File: src/rtl/demo_bus_pkg.sv
// demo_bus_pkg
// Shared definitions for the demo system bus, used by both the master-side
// demo driver and the slave-side responder.
//   bus_state_t  : responder state encoding (IDLE/WAIT/ACCESS/RESP, 2 bits)
//   RW_READ      : rw_mode value for a read request
//   RW_WRITE     : rw_mode value for a write request
//   index_width  : number of address bits needed to index a memory of a given depth
package demo_bus_pkg;

  typedef enum logic [1:0] {
    S_IDLE   = 2'd0,
    S_WAIT   = 2'd1,
    S_ACCESS = 2'd2,
    S_RESP   = 2'd3
  } bus_state_t;

  localparam logic RW_READ  = 1'b0;
  localparam logic RW_WRITE = 1'b1;

  // A single-word memory still needs one address bit to keep port widths legal.
  function automatic int index_width(input int depth);
    return (depth > 1) ? $clog2(depth) : 1;
  endfunction

endpackage

File: src/rtl/demo_slave_ram.sv
// demo_slave_ram
// Single-port synchronous RAM, DEPTH x DATA_WIDTH, one-cycle read latency,
// write-first (a write returns the new data on q). Written so synthesis maps it
// onto block RAM.
//   clk    : clock
//   we     : write enable
//   addr   : word index
//   wdata  : write data
//   q      : registered read data
module demo_slave_ram #(
  parameter int DATA_WIDTH = 8,
  parameter int DEPTH      = 32,
  parameter int IDX_W      = 5
) (
  input  logic                  clk,
  input  logic                  we,
  input  logic [IDX_W-1:0]      addr,
  input  logic [DATA_WIDTH-1:0] wdata,
  output logic [DATA_WIDTH-1:0] q
);

  logic [DATA_WIDTH-1:0] mem [DEPTH];

  always_ff @(posedge clk) begin
    if (we) begin
      mem[addr] <= wdata;
      q         <= wdata;
    end else begin
      q <= mem[addr];
    end
  end

endmodule

File: src/rtl/demo_slave_responder.sv
// demo_slave_responder
// Application-side responder for one slave port of the demo system bus.
// Accepts single-beat read/write requests, optionally stalls for WAIT_CYCLES
// cycles to emulate a slow peripheral, services the request from a local
// synchronous RAM and pulses s_done on completion. In-range write data is
// mirrored to the LEDs.
//   clk, rst    : clock, synchronous active-high reset
//   s_valid     : request strobe, only looked at while s_ready is high
//   s_rw_mode   : RW_WRITE / RW_READ
//   s_addr      : word address (full width is range-checked)
//   s_wdata     : write data
//   s_ready     : idle and able to accept a request
//   s_done      : one-cycle completion pulse
//   s_rdata     : read data, valid from s_done, held until the next read completes
//   oor_err     : sticky out-of-range flag
//   led         : last in-range write data
//   wr_count    : in-range writes completed (wraps)
//   rd_count    : reads completed, in or out of range (wraps)
module demo_slave_responder
  import demo_bus_pkg::*;
#(
  parameter int                    DATA_WIDTH           = 8,
  parameter int                    SLAVE_MEM_ADDR_WIDTH = 13,
  parameter int                    MEM_DEPTH            = 32,
  parameter int                    WAIT_CYCLES          = 0,
  parameter logic [DATA_WIDTH-1:0] OOR_RDATA            = '0
) (
  input  logic                            clk,
  input  logic                            rst,
  input  logic                            s_valid,
  input  logic                            s_rw_mode,
  input  logic [SLAVE_MEM_ADDR_WIDTH-1:0] s_addr,
  input  logic [DATA_WIDTH-1:0]           s_wdata,
  output logic                            s_ready,
  output logic                            s_done,
  output logic [DATA_WIDTH-1:0]           s_rdata,
  output logic                            oor_err,
  output logic [DATA_WIDTH-1:0]           led,
  output logic [7:0]                      wr_count,
  output logic [7:0]                      rd_count
);

  localparam int IDX_W = index_width(MEM_DEPTH);

  // One extra bit so a depth of exactly 2**SLAVE_MEM_ADDR_WIDTH is representable.
  localparam logic [SLAVE_MEM_ADDR_WIDTH:0] DEPTH_LIMIT = MEM_DEPTH[SLAVE_MEM_ADDR_WIDTH:0];

  localparam logic [3:0] WAIT_LOAD = WAIT_CYCLES[3:0];

  bus_state_t            state;
  logic [3:0]            wait_cnt;
  logic [IDX_W-1:0]      idx_q;
  logic [DATA_WIDTH-1:0] wdata_q;
  logic                  rw_q;
  logic                  in_range_q;

  logic                  in_range_now;
  logic                  ram_we;
  logic [IDX_W-1:0]      ram_addr;
  logic [DATA_WIDTH-1:0] ram_q;

  // The range check looks at every address bit, so aliases above the
  // implemented depth are rejected rather than folded onto low words.
  assign in_range_now = ({1'b0, s_addr} < DEPTH_LIMIT);

  // While idle the RAM is pointed at the incoming address so the read is
  // already under way at the accept edge; afterwards the captured index holds
  // it. Either way q carries the requested word during ACCESS, which lets
  // s_rdata become valid together with s_done.
  assign ram_addr = (state == S_IDLE) ? s_addr[IDX_W-1:0] : idx_q;

  // Gating with rst means a reset landing on the ACCESS edge drops the write.
  assign ram_we = (state == S_ACCESS) && (rw_q == RW_WRITE) && in_range_q && !rst;

  demo_slave_ram #(
    .DATA_WIDTH (DATA_WIDTH),
    .DEPTH      (MEM_DEPTH),
    .IDX_W      (IDX_W)
  ) u_ram (
    .clk   (clk),
    .we    (ram_we),
    .addr  (ram_addr),
    .wdata (wdata_q),
    .q     (ram_q)
  );

  // Request FSM. All visible results (s_done, s_rdata, led, counters, oor_err)
  // are registered on the ACCESS->RESP edge so they appear together in the
  // RESP cycle; s_ready returns on the RESP->IDLE edge.
  always_ff @(posedge clk) begin
    if (rst) begin
      state      <= S_IDLE;
      s_ready    <= 1'b1;
      s_done     <= 1'b0;
      s_rdata    <= '0;
      oor_err    <= 1'b0;
      led        <= '0;
      wr_count   <= '0;
      rd_count   <= '0;
      wait_cnt   <= '0;
      idx_q      <= '0;
      wdata_q    <= '0;
      rw_q       <= RW_READ;
      in_range_q <= 1'b0;
    end else begin
      s_done <= 1'b0;
      case (state)
        S_IDLE: begin
          if (s_valid) begin
            idx_q      <= s_addr[IDX_W-1:0];
            wdata_q    <= s_wdata;
            rw_q       <= s_rw_mode;
            in_range_q <= in_range_now;
            s_ready    <= 1'b0;
            if (WAIT_CYCLES > 0) begin
              wait_cnt <= WAIT_LOAD;
              state    <= S_WAIT;
            end else begin
              state <= S_ACCESS;
            end
          end
        end

        S_WAIT: begin
          if (wait_cnt == 4'd1) begin
            state <= S_ACCESS;
          end else begin
            wait_cnt <= wait_cnt - 4'd1;
          end
        end

        S_ACCESS: begin
          state  <= S_RESP;
          s_done <= 1'b1;
          if (rw_q == RW_WRITE) begin
            if (in_range_q) begin
              led      <= wdata_q;
              wr_count <= wr_count + 8'd1;
            end else begin
              oor_err <= 1'b1;
            end
          end else begin
            rd_count <= rd_count + 8'd1;
            if (in_range_q) begin
              s_rdata <= ram_q;
            end else begin
              s_rdata <= OOR_RDATA;
              oor_err <= 1'b1;
            end
          end
        end

        S_RESP: begin
          state   <= S_IDLE;
          s_ready <= 1'b1;
        end

        default: begin
          state   <= S_IDLE;
          s_ready <= 1'b1;
        end
      endcase
    end
  end

endmodule
File: config.mk
export PLATFORM = sky130hd
export DESIGN_NAME = demo_slave_responder
export DESIGN_NICKNAME = d
export VERILOG_FILES = /design/src/rtl/demo_bus_pkg.sv /design/src/rtl/demo_slave_ram.sv /design/src/rtl/demo_slave_responder.sv
export SDC_FILE = /design/constraint.sdc
export NUM_CORES = 1
export LEC_CHECK = 0
export ABC_AREA = 0
export BUFFER_PORTS_ARGS = -buffer_cell sky130_fd_sc_hd__buf_4
export CORE_MARGIN = 2
export CORE_UTILIZATION = 40
export CTS_CLUSTER_SIZE = 20
export DETAILED_ROUTE_END_ITERATION = 16
export GPL_ROUTABILITY_DRIVEN = 0
export HOLD_SLACK_MARGIN = 0.15
export PLACE_DENSITY = 0.62
export SETUP_SLACK_MARGIN = 0.4
export SYNTH_ARGS = -nofsm -noshare
export SYNTH_HDL_FRONTEND = slang
export SYNTH_SLANG_ARGS = --single-unit
File: constraint.sdc
create_clock -name clk -period 5.1 [get_ports clk]
set_input_delay 0.51 -clock clk [delete_from_list [all_inputs] [get_ports clk]]
set_output_delay 0.51 -clock clk [all_outputs]
set_load 0.01 [all_outputs]
==> results.sh, run 1 <==
export IMPL_run_status="finished, final reports clean"
export IMPL_report_final_slew_viol_count=0
export IMPL_drive_gt1_share_pct=20.0
export IMPL_max_slew_margin_pct=34.4
export IMPL_cp_max_fo=14
export IMPL_r2r_cells=4
export IMPL_synth_flop_cell="edfxtp_1"
export IMPL_core_sq_um=30800
export IMPL_ys_ff_latch=317
export IMPL_total_power_uw=5730
export IMPL_netlist_area_sq_um=12600
export IMPL_antennaDiodeCount=0
export IMPL_fin_crit_sh_pct=65.2
export IMPL_synth_nets=811
export IMPL_grt_usage_pct=17.7
export IMPL_postCtsHoldBufs=0
export IMPL_drt_first_pass_iters=8
export IMPL_crit_family="simple AND/OR/NAND/NOR gates"
export IMPL_grt_pass1_wl_um=43800
export IMPL_async_flop_share_pct=0
export IMPL_overflow=0
export IMPL_busiest_layer="met2"
export IMPL_hold_path_class="in2reg"
export IMPL_ios=60
export IMPL_clock_latency_ns=0.56
export IMPL_min_period_ns=3.33
export IMPL_syn_area_per_cell_sq_um=16.1
export IMPL_cts_tree="done"
export IMPL_yosysSeqAreaShare_pct=70.7
export IMPL_cts_sinks=317
export IMPL_crit_slowest_cell="nor2_1"
export IMPL_reg2reg_slack_ns=1.77
export IMPL_skew_ns=0.0209
export IMPL_clk_pin_slew_ns=0.06
export IMPL_hold_depth=3
export IMPL_initial_core_util_pct=40.9
export IMPL_route_detailed_drc=0
export IMPL_cpPeakStageDelay_ns=0.81
export IMPL_crit_required_ns=5.27
export IMPL_die_area_sq_um=32900
export IMPL_drt_iter0_drc=644
export IMPL_drt_total_wl_um=29300
export IMPL_start_kind="register"
export IMPL_fmax_mhz=301
export IMPL_areaGrowthSynthToFinish_pct=13.6
export IMPL_worstMarginPinSlew_ns=0.984
export IMPL_finalHoldViolCount=0
export IMPL_cp_common_cell="nor2_1"
export IMPL_ant_nets=0
export IMPL_grt_pass1_vias=7009
export IMPL_synth_edf_count=256
export IMPL_die_h_um=181
export IMPL_met1_usage_pct=25.2
export IMPL_final_area_sq_um=14300
export IMPL_rsz0062_at_grt="false"
export IMPL_powerDensity_nw_per_um2=400
export IMPL_place_inst=1199
export IMPL_nets=865
export IMPL_io_buffer_count=59
export IMPL_r2r_start="state[1]"
export IMPL_min_from="s_rw_mode"
export IMPL_cts_root_buf="clkbuf_16"
export IMPL_grt_use_met2_pct=28.8
export IMPL_avgRoutedWirePerCell_um=23.3
export IMPL_placed_area_sq_um=13400
export IMPL_htree_levels=1
export IMPL_grt_max_degree=64
export IMPL_p_leak_uw=0.00469
export IMPL_fin_setup_tns_ns=0
export IMPL_antenna_found_initial=0
export IMPL_yosysWarnings=0
export IMPL_finalSetupViolations=0
export IMPL_grtUsageMet3_pct=2.65
export IMPL_vias=7010
export IMPL_path_class="reg2reg"
export IMPL_final_cells=1257
export IMPL_dpl_hpwl_um=18200
export IMPL_max_vdd_ir_drop_mv=0.236
export IMPL_num_rows=64
export IMPL_path_cells="nand4b_1 > nor2_1 > nand3_1 > nor2_1"
export IMPL_post_drt_via_cell_ratio=5.58
export IMPL_syn_inst=782
export IMPL_cp_arrival_ns=3.49
export IMPL_die_w_um=181
export IMPL_min_to="rw_q"
export IMPL_regToRegEndpoint="u_ram.mem[28][6]"
export IMPL_path_buf_inv=0
export IMPL_synthDistinctLibCells=53
export IMPL_cts_path_max_buffers=3
export IMPL_cts_buffers=31
export IMPL_end_kind="register"
export IMPL_post_cts_buffers=0
export IMPL_cap_viol_max_count=0
export IMPL_cts_resized=0
## flip-flops by register name, summed over array words and instances (netlist names), named ones only
name / cells
idx_q: 5
in_range_q: 1
led: 8
oor_err: 1
rd_count: 8
rw_q: 1
s_done: 1
s_rdata: 8
s_ready: 1
state: 2
u_ram.mem: 256
wait_cnt: 4
wdata_q: 8
wr_count: 8
## where the power goes
| part | switching (uW) | internal (uW) | total, uW |
|---|---|---|---|
| logic | 316 | 275 | 591 |
| clock network | 931 | 1200 | 2130 |
| registers | 155 | 2850 | 3000 |
## kinds of logic (layout without fill, tap and decap cells)
family	count (synthesis)	in the layout	share of synthesized area (%)
and+or+nand+nor	184	184	6.74
buffers and inverters	51	130	2.04
AOI/OAI and AO/OA	102	102	5.89
xor gates and xnor gates	15	15	1.04
adders and majority gates	4	4	0.397
DFF	317	317	70.7
muxes	109	109	13.2
## final cells by class
type | count | area (sq um)
clock buffers | 43 | 841
clock inverters | 15 | 113
fillers | 2611 | 16500
inverters | 9 | 33.8
multi-input cells | 414 | 3430
flip-flops and latches | 317 | 8920
well taps | 396 | 495
repair buffers | 63 | 473
## routing by layer
| layer | wire, um | up-vias | share of wire, % |
|---|---|---|---|
| met5 | 0 | - | 0 |
| met4 | 632 | 0 | 2.2 |
| met3 | 2000 | 40 | 6.8 |
| met2 | 13800 | 268 | 47 |
| met1 | 12900 | 3541 | 44 |
| li1 | - | 3161 | - |
## metrics by stage
| step | hold slack, ns | utilization (%) | worst slack, ns |
|---|---|---|---|
| CTS | 0.185 | 46.4 | 1.81 |
| detailed placement | 0.448 | 43.3 | 1.85 |
| finish | 0.206 | 46.4 | 1.77 |
| global placement | 0.444 | 43.3 | 1.98 |
| global route | 0.217 | 46.4 | 1.55 |
| floorplan | 0.436 | - | 3.05 |
## cell usage in the layout, fill, tap and decap left out, types with 3 or more instances in the layout
cell,n
mux4_1,11
nand3_1,19
nand2_1,64
buf_4,63
o21ai_0,8
clkinvlp_4,3
clkinv_2,7
nor2_1,55
ha_1,4
xor2_1,8
xnor2_1,7
dfxtp_1,51
a2111oi_2,8
mux2i_1,59
clkbuf_1,10
clkbuf_16,31
a21oi_1,37
o2bb2ai_1,6
a2111oi_0,5
a21o_1,6
a221oi_1,6
inv_1,9
a22oi_1,16
dfxtp_2,9
nor3_1,6
mux2_2,6
mux4_2,29
mux2_4,4
edfxtp_1,256
and2_1,7
nand4_1,8
## worst register-to-register path: stages, from the launching register on
cell      delay [ns]
dfxtp_1         0.48
nand4b_1        0.54
nor2_1          0.44
nand3_1         0.66
nor2_1          0.81
## cells in the mapped netlist (4+ instances only)
cell type	count	area, sq um
buf_2	13	65.1
buf_1	5	18.8
o2bb2ai_1	6	52.6
nor2_1	55	206
mux4_1	11	289
dfxtp_1	61	1220
buf_4	6	45.0
mux4_2	29	653
clkbuf_1	15	56.3
nor3_1	6	30.0
o21ai_0	8	40.0
and2_1	7	43.8
a21oi_1	37	185
nand4_1	8	50.1
nand3_1	19	95.1
nand2_1	64	240
mux2i_1	59	591
a22oi_1	16	120
ha_1	4	50.1
xor2_1	8	70.1
a21o_1	6	45.0
edfxtp_1	256	7690
mux2_4	4	60.1
a2111oi_0	5	43.8
a221oi_1	6	52.6
inv_1	9	33.8
mux2_2	6	67.6
a2111oi_2	8	120
xnor2_1	7	61.3
## how the worst max path moves through the flow
stage | end | cells past startpoint | startpoint | slack (ns)
after CTS | u_ram.mem[2][0] | 4 | state[1] | 1.81
after global routing | u_ram.mem[30][1] | 4 | state[1] | 1.55
after global placement | u_ram.mem[0][7] | 4 | state[1] | 1.98
after detailed placement | u_ram.mem[28][0] | 4 | state[1] | 1.85
final | u_ram.mem[28][6] | 4 | state[1] | 1.77
after floorplan | u_ram.mem[16][0] | 5 | state[1] | 3.05
No activity file was read; power rests on OpenSTA's default activity.
==> run 2: changes to the inputs <==
- PLACE_DENSITY: 0.62 -> 0.64
- clock period: 5.1 -> 2.8 ns (I/O delays scaled with it)
==> run 2 against run 1 <==
  * Maximum frequency grew 41%
  * Critical path depth grew 1
  * Design area grew 5.0%
  * Non-clock buffer count grew 82
  * First-iteration DRC count grew 9.9%
  * Wire length shrank 3.9%
  * Worst hold slack gained 0.20 ns
  * Die area is the same
  * Utilization grew 2.3 points
  * Sequential share of layout area shrank 3.0 points
  * Clock skew shrank 0.0056 ns
  * Global-route usage shrank 0.56 points
  * Critical path type unchanged
==> results.sh, run 2 (same netlist as run 1, synthesis figures left out) <==
export IMPL_cts_buffers=34
export IMPL_netSwitchingPower_uw=2590
export IMPL_mostFrequentLayoutCells="edfxtp_1, buf_4, nand2_1, mux2i_1, dfxtp_1"
export IMPL_dpl_hpwl_um=18500
export IMPL_r2r_start="state[1]"
export IMPL_fin_crit_sh_pct=84.3
export IMPL_cpPeakStageDelay_ns=0.67
export IMPL_post_drt_via_cell_ratio=5.35
export IMPL_areaGrowthSynthToFinish_pct=19.3
export IMPL_avgRoutedWirePerCell_um=21.1
export IMPL_crit_required_ns=2.93
export IMPL_io_buffer_count=59
export IMPL_max_vdd_ir_drop_mv=0.588
export IMPL_skew_ns=0.0152
export IMPL_hold_path_class="in2reg"
export IMPL_path_buf_inv=1
export IMPL_grt_usage_pct=17.2
export IMPL_finalHoldViolCount=0
export IMPL_powerDensity_nw_per_um2=711
export IMPL_crit_family="simple AND/OR/NAND/NOR gates"
export IMPL_ant_nets=0
export IMPL_drive_gt1_share_pct=24.8
export IMPL_clock_latency_ns=0.51
export IMPL_crit_start="state[1]"
export IMPL_route_detailed_drc=0
export IMPL_fin_setup_tns_ns=0
export IMPL_p_leak_uw=0.00512
export IMPL_grtUsageMet3_pct=2.87
export IMPL_htree_levels=2
export IMPL_grt_use_met2_pct=27.8
export IMPL_p_int_uw=8090
export IMPL_cts_path_max_buffers=3
export IMPL_regToRegEndpoint="u_ram.mem[21][2]"
export IMPL_clk_pin_slew_ns=0.06
export IMPL_cp_max_fo=8
export IMPL_cts_tree="done"
export IMPL_finalSetupViolations=0
export IMPL_max_slew_margin_pct=42.0
export IMPL_power_frac_clock_pct=37.4
export IMPL_antenna_found_initial=0
export IMPL_grt_max_degree=57
export IMPL_report_final_slew_viol_count=0
export IMPL_vias=7154
export IMPL_cts_root_buf="clkbuf_16"
export IMPL_reg2reg_slack_ns=0.44
export IMPL_cp_arrival_ns=2.50
export IMPL_total_power_uw=10700
export IMPL_met1_usage_pct=24.2
export IMPL_ios=60
export IMPL_crit_slowest_cell="nor2_1"
export IMPL_drt_total_wl_um=28200
export IMPL_regMostFlops="u_ram.mem"
export IMPL_num_rows=64
export IMPL_die_w_um=181
export IMPL_crit_path_end="u_ram.mem[21][2]"
export IMPL_final_common_cell="edfxtp_1"
export IMPL_end_kind="register"
export IMPL_netSwitchingFraction_pct=24.2
export IMPL_cts_sinks=317
export IMPL_p_comb_share_pct=12.9
export IMPL_fmax_mhz=424
export IMPL_initial_core_util_pct=40.9
export IMPL_path_depth=5
export IMPL_largest_reg_flops=256
export IMPL_path_class="reg2reg"
export IMPL_worstMarginPinSlew_ns=0.867
export IMPL_drt_iter0_drc=708
export IMPL_die_h_um=181
export IMPL_path_cells="nor2_2 > buf_12 > mux2i_1 > nand3_1 > nor2_1"
export IMPL_cap_viol_max_count=0
export IMPL_sequentialPowerShare_pct=49.7
export IMPL_die_area_sq_um=32900
export IMPL_r2r_cells=5
export IMPL_drt_first_pass_iters=5
export IMPL_core_sq_um=30800
export IMPL_busiest_layer="met2"
export IMPL_overflow=0
export IMPL_antennaDiodeCount=0
export IMPL_run_status="finished, final reports clean"
export IMPL_min_period_ns=2.36
export IMPL_grt_pass1_vias=7091
export IMPL_nets=950
export IMPL_start_kind="register"
export IMPL_grt_pass1_wl_um=43000
export IMPL_rsz0062_at_grt="true"
-- run 2: through the flow --
step           area, sq um  hold WS (ns)  util, %  setup slack [ns]  std cells
6_report             15000         0.406     48.8             0.439       1338
5_1_grt              15000         0.436     48.8             0.266       1338
3_5_place_dp         13800         0.449     44.7             0.204       1254
3_3_place_gp         13800         0.443     44.7             0.209       1254
2_1_floorplan        12600         0.416        -             0.750        782
4_1_cts              14900         0.395     48.5             0.407       1329
-- run 2: worst min path at each step --
| stage | start | to | slack, ns | cells after the start |
|---|---|---|---|---|
| finish | rst | wr_count[0] | 0.41 | 3 |
| global route | rst | wr_count[5] | 0.44 | 3 |
| CTS | rst | wr_count[0] | 0.40 | 3 |
| detailed placement | wdata_q[4] | wdata_q[4] | 0.45 | 2 |
| global placement | idx_q[4] | idx_q[4] | 0.44 | 2 |
| floorplan | s_addr[0] | idx_q[0] | 0.42 | 2 |
-- run 2: routing by layer --
metal  vias to the layer above  part of all wire (%)
li1                       3325                     -
met1                      3578                    44
met2                       215                    48
met3                        36                   6.2
met4                         0                   1.9
met5                         -                     0
-- run 2: timing repair --
item | CTS | global route
resized for setup | 3 | 7
hold buffers | 18 | 0
hold endpoints to repair | 18 | 0
endpoints found under the setup margin | 5 | 67
setup buffers | 0 | 9
-- run 2: worst register-to-register path: cells and delay by family (launching register included) --
| family | cells | cell delay, ns |
|---|---|---|
| buffers and inverters | 1 | 0.14 |
| DFF | 1 | 0.33 |
| muxes | 1 | 0.40 |
| and+or+nand+nor | 3 | 1.12 |
-- run 2: final cells by class --
type / instances / area (sq um)
clock buffer: 44 / 910
clock inverter: 13 / 67.6
fill: 2537 / 15800
inverter: 9 / 33.8
multi-input combinational: 414 / 3450
sequential: 317 / 8920
tap: 396 / 495
timing repair buffer: 145 / 1160
-- run 2: power by group through the flow --
stage | clock [uW] | combinational (uW) | sequential, uW
6_report | 4000 | 1370 | 5310
2_1_floorplan | 0 | 923 | 5360
4_1_cts | 4070 | 1330 | 5320
5_1_grt | 4280 | 1480 | 5320
3_5_place_dp | 0 | 1310 | 5420
3_3_place_gp | 0 | 1300 | 5420
